## src/rtl/gpio_regbank.sv

```systemverilog
// GPIO register bank: word-addressed control/status registers, two-flop pin
// synchroniser, per-bit edge detection, sticky W1C interrupt status and a registered read port.
module gpio_regbank #(
    parameter int unsigned GPIO_W       = 16,
    parameter logic [31:0] CHIP_NAME    = 32'h48524a44,
    parameter logic [31:0] CHIP_VERSION = 32'h00000002
) (
    input  logic              clk,
    input  logic              reset,
    input  logic              req,
    input  logic              r_wn,
    input  logic [3:0]        addr,
    input  logic [3:0]        wben,
    input  logic [31:0]       wdata,
    input  logic [GPIO_W-1:0] gpio_pin_in,
    output logic [31:0]       rdata,
    output logic              rvalid,
    output logic [GPIO_W-1:0] rf_gpio_datareg,
    output logic [GPIO_W-1:0] rf_gpio_tristate,
    output logic [GPIO_W-1:0] rf_gpio_interrupt_mask,
    output logic              irq
);

    localparam logic [3:0] A_NAME    = 4'h0;
    localparam logic [3:0] A_VERSION = 4'h1;
    localparam logic [3:0] A_TRIS    = 4'h2;
    localparam logic [3:0] A_PINS    = 4'h3;
    localparam logic [3:0] A_MASK    = 4'h4;
    localparam logic [3:0] A_DATA    = 4'h5;
    localparam logic [3:0] A_SCRATCH = 4'h6;
    localparam logic [3:0] A_RISE    = 4'h7;
    localparam logic [3:0] A_FALL    = 4'h8;
    localparam logic [3:0] A_STATUS  = 4'h9;
    localparam logic [3:0] A_SET     = 4'hA;
    localparam logic [3:0] A_CLR     = 4'hB;

    logic [GPIO_W-1:0] tristate_q, tristate_d;
    logic [GPIO_W-1:0] mask_q, mask_d;
    logic [GPIO_W-1:0] data_q, data_d;
    logic [31:0]       scratch_q, scratch_d;
    logic [GPIO_W-1:0] rise_en_q, rise_en_d;
    logic [GPIO_W-1:0] fall_en_q, fall_en_d;
    logic [GPIO_W-1:0] status_q, status_d;
    logic [GPIO_W-1:0] s1_q, s2_q, prev_q;
    logic [31:0]       rdata_q, rdata_d;
    logic              rvalid_q, rvalid_d;

    logic              wr_en;
    logic              rd_en;
    logic [31:0]       lane_m;
    logic [GPIO_W-1:0] lane_g;
    logic [GPIO_W-1:0] bits_g;
    logic [GPIO_W-1:0] edge_ev;
    logic [31:0]       rd_mux;

    assign wr_en  = req & ~r_wn;
    assign rd_en  = req & r_wn;
    assign lane_m = {{8{wben[3]}}, {8{wben[2]}}, {8{wben[1]}}, {8{wben[0]}}};
    assign lane_g = lane_m[GPIO_W-1:0];
    assign bits_g = wdata[GPIO_W-1:0] & lane_g;

    // Read data mux; write-only and unmapped words read as zero
    always_comb begin
        rd_mux = 32'h0;
        case (addr)
            A_NAME:    rd_mux = CHIP_NAME;
            A_VERSION: rd_mux = CHIP_VERSION;
            A_TRIS:    rd_mux = 32'(tristate_q);
            A_PINS:    rd_mux = 32'(s2_q);
            A_MASK:    rd_mux = 32'(mask_q);
            A_DATA:    rd_mux = 32'(data_q);
            A_SCRATCH: rd_mux = scratch_q;
            A_RISE:    rd_mux = 32'(rise_en_q);
            A_FALL:    rd_mux = 32'(fall_en_q);
            A_STATUS:  rd_mux = 32'(status_q);
            default:   rd_mux = 32'h0;
        endcase
    end

    // Next-state for the register file; a new edge overrides a same-cycle W1C
    always_comb begin
        tristate_d = tristate_q;
        mask_d     = mask_q;
        data_d     = data_q;
        scratch_d  = scratch_q;
        rise_en_d  = rise_en_q;
        fall_en_d  = fall_en_q;
        status_d   = status_q;
        edge_ev    = (s2_q & ~prev_q & rise_en_q) | (~s2_q & prev_q & fall_en_q);
        if (wr_en) begin
            case (addr)
                A_TRIS:    tristate_d = (tristate_q & ~lane_g) | bits_g;
                A_MASK:    mask_d     = (mask_q & ~lane_g) | bits_g;
                A_DATA:    data_d     = (data_q & ~lane_g) | bits_g;
                A_SCRATCH: scratch_d  = (scratch_q & ~lane_m) | (wdata & lane_m);
                A_RISE:    rise_en_d  = (rise_en_q & ~lane_g) | bits_g;
                A_FALL:    fall_en_d  = (fall_en_q & ~lane_g) | bits_g;
                A_STATUS:  status_d   = status_q & ~bits_g;
                A_SET:     data_d     = data_q | bits_g;
                A_CLR:     data_d     = data_q & ~bits_g;
                default:   ;
            endcase
        end
        status_d = status_d | edge_ev;
        rvalid_d = rd_en;
        rdata_d  = rd_en ? rd_mux : rdata_q;
    end

    always_ff @(posedge clk or posedge reset) begin
        if (reset) begin
            tristate_q <= '0;
            mask_q     <= '0;
            data_q     <= '0;
            scratch_q  <= '0;
            rise_en_q  <= '0;
            fall_en_q  <= '0;
            status_q   <= '0;
            s1_q       <= '0;
            s2_q       <= '0;
            prev_q     <= '0;
            rdata_q    <= '0;
            rvalid_q   <= 1'b0;
        end else begin
            tristate_q <= tristate_d;
            mask_q     <= mask_d;
            data_q     <= data_d;
            scratch_q  <= scratch_d;
            rise_en_q  <= rise_en_d;
            fall_en_q  <= fall_en_d;
            status_q   <= status_d;
            s1_q       <= gpio_pin_in;
            s2_q       <= s1_q;
            prev_q     <= s2_q;
            rdata_q    <= rdata_d;
            rvalid_q   <= rvalid_d;
        end
    end

    assign rdata                  = rdata_q;
    assign rvalid                 = rvalid_q;
    assign rf_gpio_datareg        = data_q;
    assign rf_gpio_tristate       = tristate_q;
    assign rf_gpio_interrupt_mask = mask_q;
    assign irq                    = |(status_q & mask_q);

endmodule

```

## config.mk

```make
export PLATFORM = sky130hd
export DESIGN_NAME = gpio_regbank
export DESIGN_NICKNAME = d
export VERILOG_FILES = /design/src/rtl/gpio_regbank.sv
export SDC_FILE = /design/constraint.sdc
export NUM_CORES = 1
export LEC_CHECK = 0
export CORE_UTILIZATION = 40
export CTS_CLUSTER_SIZE = 12
export DETAILED_ROUTE_END_ITERATION = 16
export PLACE_DENSITY = 0.68
export SLEW_MARGIN = 20
export SYNTH_ARGS = -nofsm -noshare
export SYNTH_HDL_FRONTEND = slang
export SYNTH_SLANG_ARGS = --single-unit
```

## constraint.sdc

```tcl
create_clock -name clk -period 9.32 [get_ports clk]
set_input_delay 1.864 -clock clk [delete_from_list [all_inputs] [get_ports clk]]
set_output_delay 1.864 -clock clk [all_outputs]
set_load 0.02 [all_outputs]
```

* After elaboration in Yosys (flattened, before gate mapping)
Index checks and enable logic that the tools add are counted.
** Word-level totals
- Bits in registers :: 209
- Word-level logic and storage cells :: 68
- Output and inout bits :: 82
** Cells by class
- Bitwise logic cells :: 32
- Equal/unequal tests :: 11
- Muxes and demuxes :: 4
- Reduce and logical (&&, ||, !) cells :: 9
** Operators by type and width (count)
- $pmux 32 s10 :: 1
- $and 16x16->16 :: 13
- $or 16x16->16 :: 8
- $and 32x32->32 :: 2
- $not 16->16 :: 4
- $pmux 16 s3 :: 1
- $mux 16 :: 2
- $not 32->32 :: 1
- $or 32x32->32 :: 1
- $eq 4x3->1 const B :: 4
- $eq 4x4->1 const B :: 4
- $reduce_or 16->1 :: 1
- $reduce_and 2->1 :: 6
- $eq 4x2->1 const B :: 2
- $eq 4x1->1 const B :: 1
- $logic_not 4->1 :: 1
- $reduce_bool 3->1 :: 1
- $and 1x1->1 :: 2
- $not 1->1 :: 1

* Logic depth before layout (Yosys ltp)
- Depth after elaboration :: 6
- Mapped depth :: 8
- Depth with buffers taken out :: 5

* Least setup slack after synthesis
Ideal clock, no wire load.
- Path type :: input to register
- Start :: input addr[2]
- End :: register (tool-made name)
- Data arrival time :: 3.103 ns
- Setup slack :: 6.092 ns
- Data required time :: 9.195 ns
- Library setup time :: 0.125 ns
- Stages on the path :: 5
- Path buffers :: 2
- Cells stage by stage :: buf_4 > nor4b_4 > nor2b_1 > buf_4 > mux2_2
** RTL lines
- from (decl) :: line 12 : input logic [3:0] addr,

==> out/metrics.cfg <==
[run_status]
status=complete, no violations

[place]
numPortBuffers=141
dp.cells=1062
preCtsSetupSlack_ns=4.23
place_congestion=0.844
dp_hpwl_um=16800

[timing]
setup_viol=0
slew_headroom_pct=29.1
setup_ws_ns=4.80
rsz0062_at_grt=false
fmax_mhz=221
drv_slew=0
finalCritPeriodShare_pct=48.5
hold_violations=0
skew_ns=0.00947
tightest_slew_ns=1.06
tns_ns=0
holdWs_ns=0.346
period_needed_ns=4.52

[pwr]
irDropWorstVdd_v=0.000124
leakage_uw=0.00482
p_per_area_mw_per_mm2=210
p_total_uw=2370

[logic_synthesis]
synth-async-reset-ratio_pct=100
syn_nets=727
synth_cell_types=57
yosysWarnings=0
ys.flop_type=dfrtp_1
synth_seq_cells=209
yosysSeqAreaShare_pct=58.9
netlist_area_sq_mm=0.00888
avgSynthCellArea_sq_um=13.3
netlist_instances=667
synth_edf_count=0

[cells_and_area]
nets=867
layout-drive-gt1-share_pct=21.4
n_antenna_cell=0
instances_no_fill=1102
final_cell_mix=209 x dfrtp_1, 140 x clkdlybuf4s50_1, 107 x mux2_2, 44 x nand2_1, 36 x a22o_1
final_common_cell=dfrtp_1
syn_to_final_growth_pct=27.0

[clock_tree]
clock_latency_ns=0.50
postCtsSetupBuffers=0
cts_tree=built
clock_sinks=209
clockBufferDepth=3
cts_buffers=23
clk_pin_slew_ns=0.06
cts.repair.resized=0
cts_hold_buf=0
cts_root_buf=clkbuf_16
cts-htree-levels=1

[routing]
drc=0
wl_met2_um=11300
ant_nets=0
wl_met1_um=11000
wl_per_cell_um=23.0
drt_iter0_drc=501
via_per_inst=5.89
drt_pass1_iterations=5
num_vias=6494
highest_layer=met4
routed_wirelength_um=25400
met3_length_um=2200

[die]
ios=142
die_height_um=151
fp.dieW_um=151
num_rows=54
die_area_sq_mm=0.0228
core_area_sq_mm=0.0218
initial_core_util_pct=40.7

[setup_path]
path_max_fanout=20
worstSetupStartpointType=input pin
r2r_cells=4
worstPathArrival_ns=4.91
r2r_setup_slack_ns=7.94
timing.rr.end=rdata[3]
cp-end-kind=flip-flop
critPathRequiredTime_ns=9.71
crit_type=input pin to flip-flop

[job]
cap_viol_max_count=0

[global_routing]
grt_pass1_wl_um=39000
grt_pass1_vias=6483
grt.total_usage_pct=22.9
grt_overflow=0
antenna_found_initial=0
grt_max_degree=128

[min_path]
hold_path_end=s2_q[9]
holdPathStages=0
min_path_type=flip-flop to flip-flop
min-delay-start=s1_q[9]

## layout make-up
cell class                      count  area (sq um)
Timing Repair Buffer              149          1470
Clock buffer                       37           698
Sequential cell                   209          5230
Fill cell                        1854         10500
Tap cell                          280           350
Multi-Input combinational cell    422          3480
Inverter                            2          15.0
Clock inverter                      3          40.0
## Yosys cell counts, types with 3 or more instances
cell type | n | share of area [%]
a22o_1 | 36 | 3.5
a221o_1 | 18 | 2.0
a22oi_1 | 17 | 1.4
buf_2 | 17 | 0.96
nor2_1 | 7 | 0.30
mux2_2 | 107 | 14
a32oi_1 | 17 | 1.7
nand2_1 | 44 | 1.9
mux2i_1 | 5 | 0.56
nand2_4 | 3 | 0.38
buf_4 | 5 | 0.42
nor2_2 | 3 | 0.21
a21o_1 | 7 | 0.59
a21oi_1 | 16 | 0.90
dfrtp_1 | 209 | 59
clkbuf_1 | 8 | 0.34
and2_1 | 5 | 0.35
buf_6 | 3 | 0.38
o21ai_0 | 35 | 2.0
nand3_1 | 14 | 0.79
nor2b_1 | 13 | 0.92
nand3b_1 | 17 | 1.4
and3b_1 | 3 | 0.30
a221oi_1 | 6 | 0.59
o211ai_1 | 10 | 0.85
## metal layers
| metal | vias up | track usage, % |
|---|---|---|
| met5 | - | 0 |
| met2 | 334 | 35.0 |
| met1 | 3282 | 32.5 |
| li1 | 2807 | - |
| met4 | 0 | 7.70 |
| met3 | 71 | 4.67 |
## report_power, final
group	total, uW	switching, uW	internal, uW
combinational	377	182	194
clock	891	355	536
sequential	1110	95.6	1010
## worst max-delay path by stage
| stage | from | slack [ns] | endpoint | cells after the start |
|---|---|---|---|---|
| after floorplan | reset | 1.75 | async pin | 1 |
| after global placement | addr[3] | 4.29 | flip-flop | 4 |
| after detailed placement | addr[3] | 4.23 | flip-flop | 4 |
| after CTS | addr[3] | 4.74 | flip-flop | 4 |
| after global routing | addr[3] | 4.70 | flip-flop | 5 |
| final | addr[3] | 4.80 | flip-flop | 5 |
## critical path: stages
cell	delay (ns)
clkdlybuf4s50_1	0.85
nor2b_1	1.03
nand2_1	0.28
nor2_2	0.47
mux2_2	0.39
## through the flow
stage	utilization, %	instance area, sq um
6_report	51.7	11300
5_1_grt	51.7	11300
4_1_cts	51.6	11300
3_5_place_dp	48.2	10500
3_3_place_gp	48.2	10500
2_1_floorplan	-	8880
## cells by family (layout without fill, tap and decap cells)
group | count (synthesis) | count (layout) | synth area share, %
AOI/OAI and AO/OA | 172 | 172 | 14.5
buffers and inverters | 36 | 191 | 2.24
DFF | 209 | 209 | 58.9
muxes | 115 | 115 | 14.8
and+or+nand+nor | 135 | 135 | 9.58
(Power assumes the default switching activity.)
